`src/rtl/tao_ifu_pkg.sv`:
```
// Shared types, constants and helpers for the tao instruction fetch unit.
package tao_ifu_pkg;

  localparam int          TAO_SIZE_BUS = 32;
  localparam int          TMO_W        = 8;
  localparam logic [31:0] RESET_PC     = 32'h8000_0000;
  localparam logic [7:0]  TIMEOUT_CYC  = 8'd255;

  typedef enum logic [2:0] {
    ST_BOOT = 3'd0,
    ST_IDLE = 3'd1,
    ST_REQ  = 3'd2,
    ST_WAIT = 3'd3,
    ST_OUT  = 3'd4
  } ifu_state_e;

  // A fetch address that is not word aligned cannot be fetched at all.
  function automatic logic pc_misaligned(input logic [TAO_SIZE_BUS-1:0] pc);
    return (pc[1:0] != 2'b00);
  endfunction

  // Faulted responses never leak bus data toward decode.
  function automatic logic [TAO_SIZE_BUS-1:0] fetch_inst(input logic [TAO_SIZE_BUS-1:0] rdata,
                                                         input logic                    err);
    return err ? 32'h0000_0000 : rdata;
  endfunction

endpackage

```
`src/rtl/tao_ifu_tmo.sv`:
```
// Fetch timeout counter: clears on request entry, counts while a fetch is
// pending and saturates so it can never wrap back into the "alive" range.
module tao_ifu_tmo
  import tao_ifu_pkg::*;
(
  input  logic clk,
  input  logic rst,
  input  logic i_clr,
  input  logic i_en,
  output logic o_expired
);

  logic [TMO_W-1:0] r_cnt;

  // Cycle counter with clear priority and saturation at the timeout limit.
  always_ff @(posedge clk or negedge rst) begin
    if (!rst) begin
      r_cnt <= 8'd0;
    end else if (i_clr) begin
      r_cnt <= 8'd0;
    end else if (i_en && (r_cnt != TIMEOUT_CYC)) begin
      r_cnt <= r_cnt + 8'd1;
    end else begin
      r_cnt <= r_cnt;
    end
  end

  assign o_expired = (r_cnt == TIMEOUT_CYC);

endmodule

```
`src/rtl/tao_ifu.sv`:
```
// Instruction fetch unit: issues one instruction-memory read per fetch
// address, bounds the wait with a timeout and hands a packet to decode.
module tao_ifu
  import tao_ifu_pkg::*;
(
  input  logic                    clk,
  input  logic                    rst,
  input  logic [TAO_SIZE_BUS-1:0] i_pc,
  input  logic                    i_pc_vld,
  output logic                    imem_req,
  output logic [TAO_SIZE_BUS-1:0] imem_addr,
  input  logic                    imem_gnt,
  input  logic                    imem_rvalid,
  input  logic [TAO_SIZE_BUS-1:0] imem_rdata,
  input  logic                    imem_err,
  output logic                    ifu_vld,
  input  logic                    ifu_rdy,
  output logic [TAO_SIZE_BUS-1:0] ifu_pc,
  output logic [TAO_SIZE_BUS-1:0] ifu_inst,
  output logic                    ifu_err
);

  ifu_state_e              r_state;
  logic [TAO_SIZE_BUS-1:0] r_pc;
  logic                    r_orphan;
  logic                    r_imem_req;
  logic [TAO_SIZE_BUS-1:0] r_imem_addr;
  logic                    r_ifu_vld;
  logic [TAO_SIZE_BUS-1:0] r_ifu_pc;
  logic [TAO_SIZE_BUS-1:0] r_ifu_inst;
  logic                    r_ifu_err;

  logic                    w_hs;
  logic                    w_take_pc;
  logic                    w_pc_mis;
  logic                    w_orph_next;
  logic                    w_tmo_clr;
  logic                    w_tmo_en;
  logic                    w_tmo_exp;
  logic [TAO_SIZE_BUS-1:0] w_rsp_inst;

  // A new pc is only taken in IDLE or together with a completed handshake.
  assign w_hs        = (r_state == ST_OUT) && ifu_rdy;
  assign w_take_pc   = i_pc_vld && ((r_state == ST_IDLE) || w_hs);
  assign w_pc_mis    = pc_misaligned(i_pc);
  // The orphan flag as it will be next cycle: a late response clears it.
  assign w_orph_next = r_orphan && !imem_rvalid;
  assign w_tmo_clr   = (r_state == ST_BOOT) || (w_take_pc && !w_pc_mis);
  assign w_tmo_en    = (r_state == ST_REQ) || (r_state == ST_WAIT);
  assign w_rsp_inst  = fetch_inst(imem_rdata, imem_err);

  tao_ifu_tmo u_tmo (
    .clk       (clk),
    .rst       (rst),
    .i_clr     (w_tmo_clr),
    .i_en      (w_tmo_en),
    .o_expired (w_tmo_exp)
  );

  // Fetch sequencer with all bus and packet outputs registered.
  always_ff @(posedge clk or negedge rst) begin
    if (!rst) begin
      r_state     <= ST_BOOT;
      r_pc        <= RESET_PC;
      r_orphan    <= 1'b0;
      r_imem_req  <= 1'b0;
      r_imem_addr <= RESET_PC;
      r_ifu_vld   <= 1'b0;
      r_ifu_pc    <= RESET_PC;
      r_ifu_inst  <= 32'h0000_0000;
      r_ifu_err   <= 1'b0;
    end else begin
      if (r_orphan && imem_rvalid) begin
        r_orphan <= 1'b0;
      end
      case (r_state)
        ST_BOOT: begin
          r_state     <= ST_REQ;
          r_pc        <= RESET_PC;
          r_imem_addr <= RESET_PC;
          r_imem_req  <= !w_orph_next;
        end
        ST_IDLE, ST_OUT: begin
          if (w_take_pc) begin
            r_pc        <= i_pc;
            r_imem_addr <= i_pc;
            if (w_pc_mis) begin
              r_state    <= ST_OUT;
              r_imem_req <= 1'b0;
              r_ifu_vld  <= 1'b1;
              r_ifu_pc   <= i_pc;
              r_ifu_inst <= 32'h0000_0000;
              r_ifu_err  <= 1'b1;
            end else begin
              r_state    <= ST_REQ;
              r_imem_req <= !w_orph_next;
              r_ifu_vld  <= 1'b0;
            end
          end else if (w_hs) begin
            r_state   <= ST_IDLE;
            r_ifu_vld <= 1'b0;
          end
        end
        ST_REQ: begin
          if (r_imem_req && imem_gnt && imem_rvalid) begin
            r_state    <= ST_OUT;
            r_imem_req <= 1'b0;
            r_ifu_vld  <= 1'b1;
            r_ifu_pc   <= r_pc;
            r_ifu_inst <= w_rsp_inst;
            r_ifu_err  <= imem_err;
          end else if (r_imem_req && imem_gnt) begin
            r_state    <= ST_WAIT;
            r_imem_req <= 1'b0;
          end else if (w_tmo_exp) begin
            r_state    <= ST_OUT;
            r_imem_req <= 1'b0;
            r_ifu_vld  <= 1'b1;
            r_ifu_pc   <= r_pc;
            r_ifu_inst <= 32'h0000_0000;
            r_ifu_err  <= 1'b1;
          end else begin
            r_imem_req <= !w_orph_next;
          end
        end
        ST_WAIT: begin
          if (imem_rvalid) begin
            r_state    <= ST_OUT;
            r_ifu_vld  <= 1'b1;
            r_ifu_pc   <= r_pc;
            r_ifu_inst <= w_rsp_inst;
            r_ifu_err  <= imem_err;
          end else if (w_tmo_exp) begin
            r_state    <= ST_OUT;
            r_orphan   <= 1'b1;
            r_ifu_vld  <= 1'b1;
            r_ifu_pc   <= r_pc;
            r_ifu_inst <= 32'h0000_0000;
            r_ifu_err  <= 1'b1;
          end
        end
        default: begin
          r_state <= ST_BOOT;
        end
      endcase
    end
  end

  assign imem_req  = r_imem_req;
  assign imem_addr = r_imem_addr;
  assign ifu_vld   = r_ifu_vld;
  assign ifu_pc    = r_ifu_pc;
  assign ifu_inst  = r_ifu_inst;
  assign ifu_err   = r_ifu_err;

endmodule
```
`config.mk`:
```
export PLATFORM = sky130hd
export DESIGN_NAME = tao_ifu
export DESIGN_NICKNAME = d
export VERILOG_FILES = /design/src/rtl/tao_ifu_pkg.sv /design/src/rtl/tao_ifu_tmo.sv /design/src/rtl/tao_ifu.sv
export SDC_FILE = /design/constraint.sdc
export NUM_CORES = 1
export LEC_CHECK = 0
export CELL_PAD_IN_SITES_DETAIL_PLACEMENT = 0
export CELL_PAD_IN_SITES_GLOBAL_PLACEMENT = 2
export CORE_MARGIN = 3
export CORE_UTILIZATION = 24
export DETAILED_ROUTE_END_ITERATION = 12
export PLACE_DENSITY_LB_ADDON = 0.15
export SYNTH_ARGS = -nofsm -noshare
export SYNTH_HDL_FRONTEND = slang
export SYNTH_SLANG_ARGS = --single-unit
```
`constraint.sdc`:
```
create_clock -name clk -period 1.8 [get_ports clk]
set_input_delay 0.36 -clock clk [delete_from_list [all_inputs] [get_ports clk]]
set_output_delay 0.36 -clock clk [all_outputs]
set_load 0.01 [all_outputs]
```
==> results.sh <==
export IMPL_clock_fmax_mhz=526
export IMPL_synth_top_area_share_pct=56.1
export IMPL_grt_first_pass_wirelength_um=26600
export IMPL_setup_ws_ps=-99.4
export IMPL_setup_tns_ps=-4280
export IMPL_crit_chain="or3b_4 > or3_4 > a21bo_4 > buf_12 > a22o_1"
export IMPL_routed_via_density=4.63
export IMPL_cp_start_kind="flip-flop"
export IMPL_synth_warnings=0
export IMPL_violations="negative setup slack"
export IMPL_p_leak_uw=0.00321
export IMPL_rsz0062_at_grt="yes"
export IMPL_synthArstFlopShare_pct=100
export IMPL_finClkSkew_ps=7.78
export IMPL_ys_types=49
export IMPL_io_buffer_count=169
export IMPL_clockBufferDepth=2
export IMPL_syn_avg_cell_area_um2=9.91
export IMPL_hold_viol_final=0
export IMPL_root_buffer="clkbuf_16"
export IMPL_numCtsBuffers=9
export IMPL_worst_pin_slew_ps=504
export IMPL_place_congestion=0.765
export IMPL_mostFrequentLayoutCells="clkdlybuf4s50_1 (166), nand2_1 (132), dfrtp_1 (109)"
export IMPL_critPathKind="reg -> reg"
export IMPL_utilization_pct=38.6
export IMPL_min_delay_path_class="reg -> reg"
export IMPL_clk_pin_slew_ps=80
export IMPL_synth_edf_count=0
export IMPL_die_y_um=148
export IMPL_dr_pass1_iters=4
export IMPL_final_common_cell="clkdlybuf4s50_1"
export IMPL_drv_cap=0
export IMPL_floorplan_initialDensity_pct=24.7
export IMPL_syn_cell_area_um2=4860
export IMPL_period_needed_ps=1900
export IMPL_setup_viol=64
export IMPL_tritoncts="done"
export IMPL_seqCellArea_um2=2780
export IMPL_antenna_found_initial=0
export IMPL_final_cells=944
export IMPL_num_fill_cells=1992
export IMPL_holdWs_ps=501
export IMPL_final_antenna_net_count=0
export IMPL_outcome="finished with violations"
export IMPL_ir_worst_vdd_v=0.000514
export IMPL_slew_viol_final=0
export IMPL_area_growth_pct=55.8
export IMPL_first_iter_violations=279
export IMPL_drive_above_1_share_pct=11.5
export IMPL_fin_crit_sh_pct=106
export IMPL_ys_top_cells_by_area="dfrtp_1 (56%), a22o_1 (12%), nand2_1 (10%)"
export IMPL_die_w_um=148
export IMPL_slowest_delay_ps=400
export IMPL_clock_sinks=111
export IMPL_end_kind="flip-flop"
export IMPL_nets=746
export IMPL_crit_slowest_cell="or3b_4"
export IMPL_n_antenna_cell=0
export IMPL_rows=51
export IMPL_grt_usage_pct=15.4
export IMPL_htreeDepth=3
export IMPL_dieArea_um2=22000
export IMPL_avgRoutedWirePerCell_um=17.9
export IMPL_synth_top_area_cell="dfrtp_1"
export IMPL_dp_hpwl_um=11400
export IMPL_clk_latency_ps=370
export IMPL_required_ps=2050
export IMPL_seq_area_frac_synth_pct=57.2
export IMPL_power_density_nw_per_um2=1620
export IMPL_slew_headroom_pct=66.4
export IMPL_core_area_um2=19700
export IMPL_gr_total_overflow=0
export IMPL_dp_cells=926
export IMPL_arrival_ps=2150
export IMPL_synth_seq_cells=111
export IMPL_cp_max_fo=29
export IMPL_grt_pass1_vias=4506
export IMPL_syn_nets=563
export IMPL_synth_flop_cell="dfrtp_1"
export IMPL_route_detailed_drc=0
export IMPL_grt_start_max_net_pins=38
export IMPL_multi_input_area_um2=1970
export IMPL_routed_wl_um=16900
export IMPL_io_pins=170
export IMPL_synthCells=491
export IMPL_vias=4372
-- worst max-delay path: cells and delay by family (launching register included) --
family,cells,cell delay [ps]
flops,1,380
compound gates,2,480
simple gates,2,740
buf+inv,1,170
-- worst paths after layout --
kind	start	end	slack, ps	cells past startpoint
worst max register to register	r_state[1]	ifu_pc[7]	-100	5
min in group asynchronous	rst	u_tmo.r_cnt[6]	510	2
worst min register to register	ifu_inst[10]	ifu_inst[10]	500	1
worst min-delay path	ifu_inst[10]	ifu_inst[10]	500	1
max in group asynchronous	rst	ifu_pc[11]	690	3
worst max-delay path	r_state[1]	ifu_pc[7]	-100	5
-- timing repair --
item,4_1_cts,5_1_grt
hold buffers,1,0
gates resized for setup,4,8
setup buffers,0,1
endpoints found under the setup margin,68,71
hold endpoints to repair,26,0
-- report_power, final --
| part | internal, uW | leakage, uW | switching (uW) | total (uW) |
|---|---|---|---|---|
| sequential | 3380 | 0.00146 | 566 | 3940 |
| combinational | 3150 | 0.00159 | 3050 | 6200 |
| clock | 1110 | 0.000155 | 1050 | 2160 |
| total | 7640 | 0.00321 | 4670 | 12300 |
-- state kept, by name, summed over array words and instances, names as in the netlist --
| name | cells |
|---|---|
| u_tmo.r_cnt | 8 |
| r_orphan | 1 |
| ifu_err | 1 |
| imem_req | 1 |
| imem_addr | 32 |
| ifu_pc | 32 |
| r_state | 3 |
| ifu_vld | 1 |
| ifu_inst | 32 |
-- routing by layer --
metal	share of wire, %	global-route usage, %
met5	0	0
met1	47	21.4
met2	46	24.1
met3	5.5	3.87
met4	1.8	4.34
-- per-stage QoR --
stage          power [uW]  worst slack, ps  cell area [um2]
2_1_floorplan        6810            -23.7             4860
3_3_place_gp        10200             -424             7190
3_5_place_dp        10200             -480             7190
4_1_cts             12400             -105             7520
5_1_grt             13100             -140             7580
6_report            12300            -99.4             7580
-- Yosys cell counts, drive strengths merged, types with 2 or more instances --
cell type  count
o211ai         2
buf           17
dfrtp        109
or2            2
nand4          3
mux2i          2
nand2b         2
and3           2
nor2b          3
o21ai         69
a21oi          9
nor2           7
clkbuf        23
nand2        132
or3            4
inv            5
nor3           7
dfstp          2
a22o          64
-- logic make-up (layout without fill, tap and decap cells) --
group | Yosys count | in the layout | synth area share, %
buffers and inverters | 45 | 233 | 4.06
muxes | 3 | 3 | 0.643
DFF | 111 | 111 | 57.2
xor gates and xnor gates | 2 | 2 | 0.360
adders and majority gates | 2 | 2 | 0.463
AOI/OAI and AO/OA | 158 | 158 | 22.3
and+or+nand+nor | 170 | 170 | 15.0
-- final cells by class --
type | instances | area share (%)
Timing Repair Buffer | 212 | 28.5
Sequential cell | 111 | 36.7
Tap cell | 265 | 4.38
Inverter | 5 | 0.248
Multi-Input combinational cell | 335 | 26.0
Clock inverter | 7 | 1.17
Clock buffer | 9 | 2.97
Note: power is estimated with default switching activity, not from simulation.
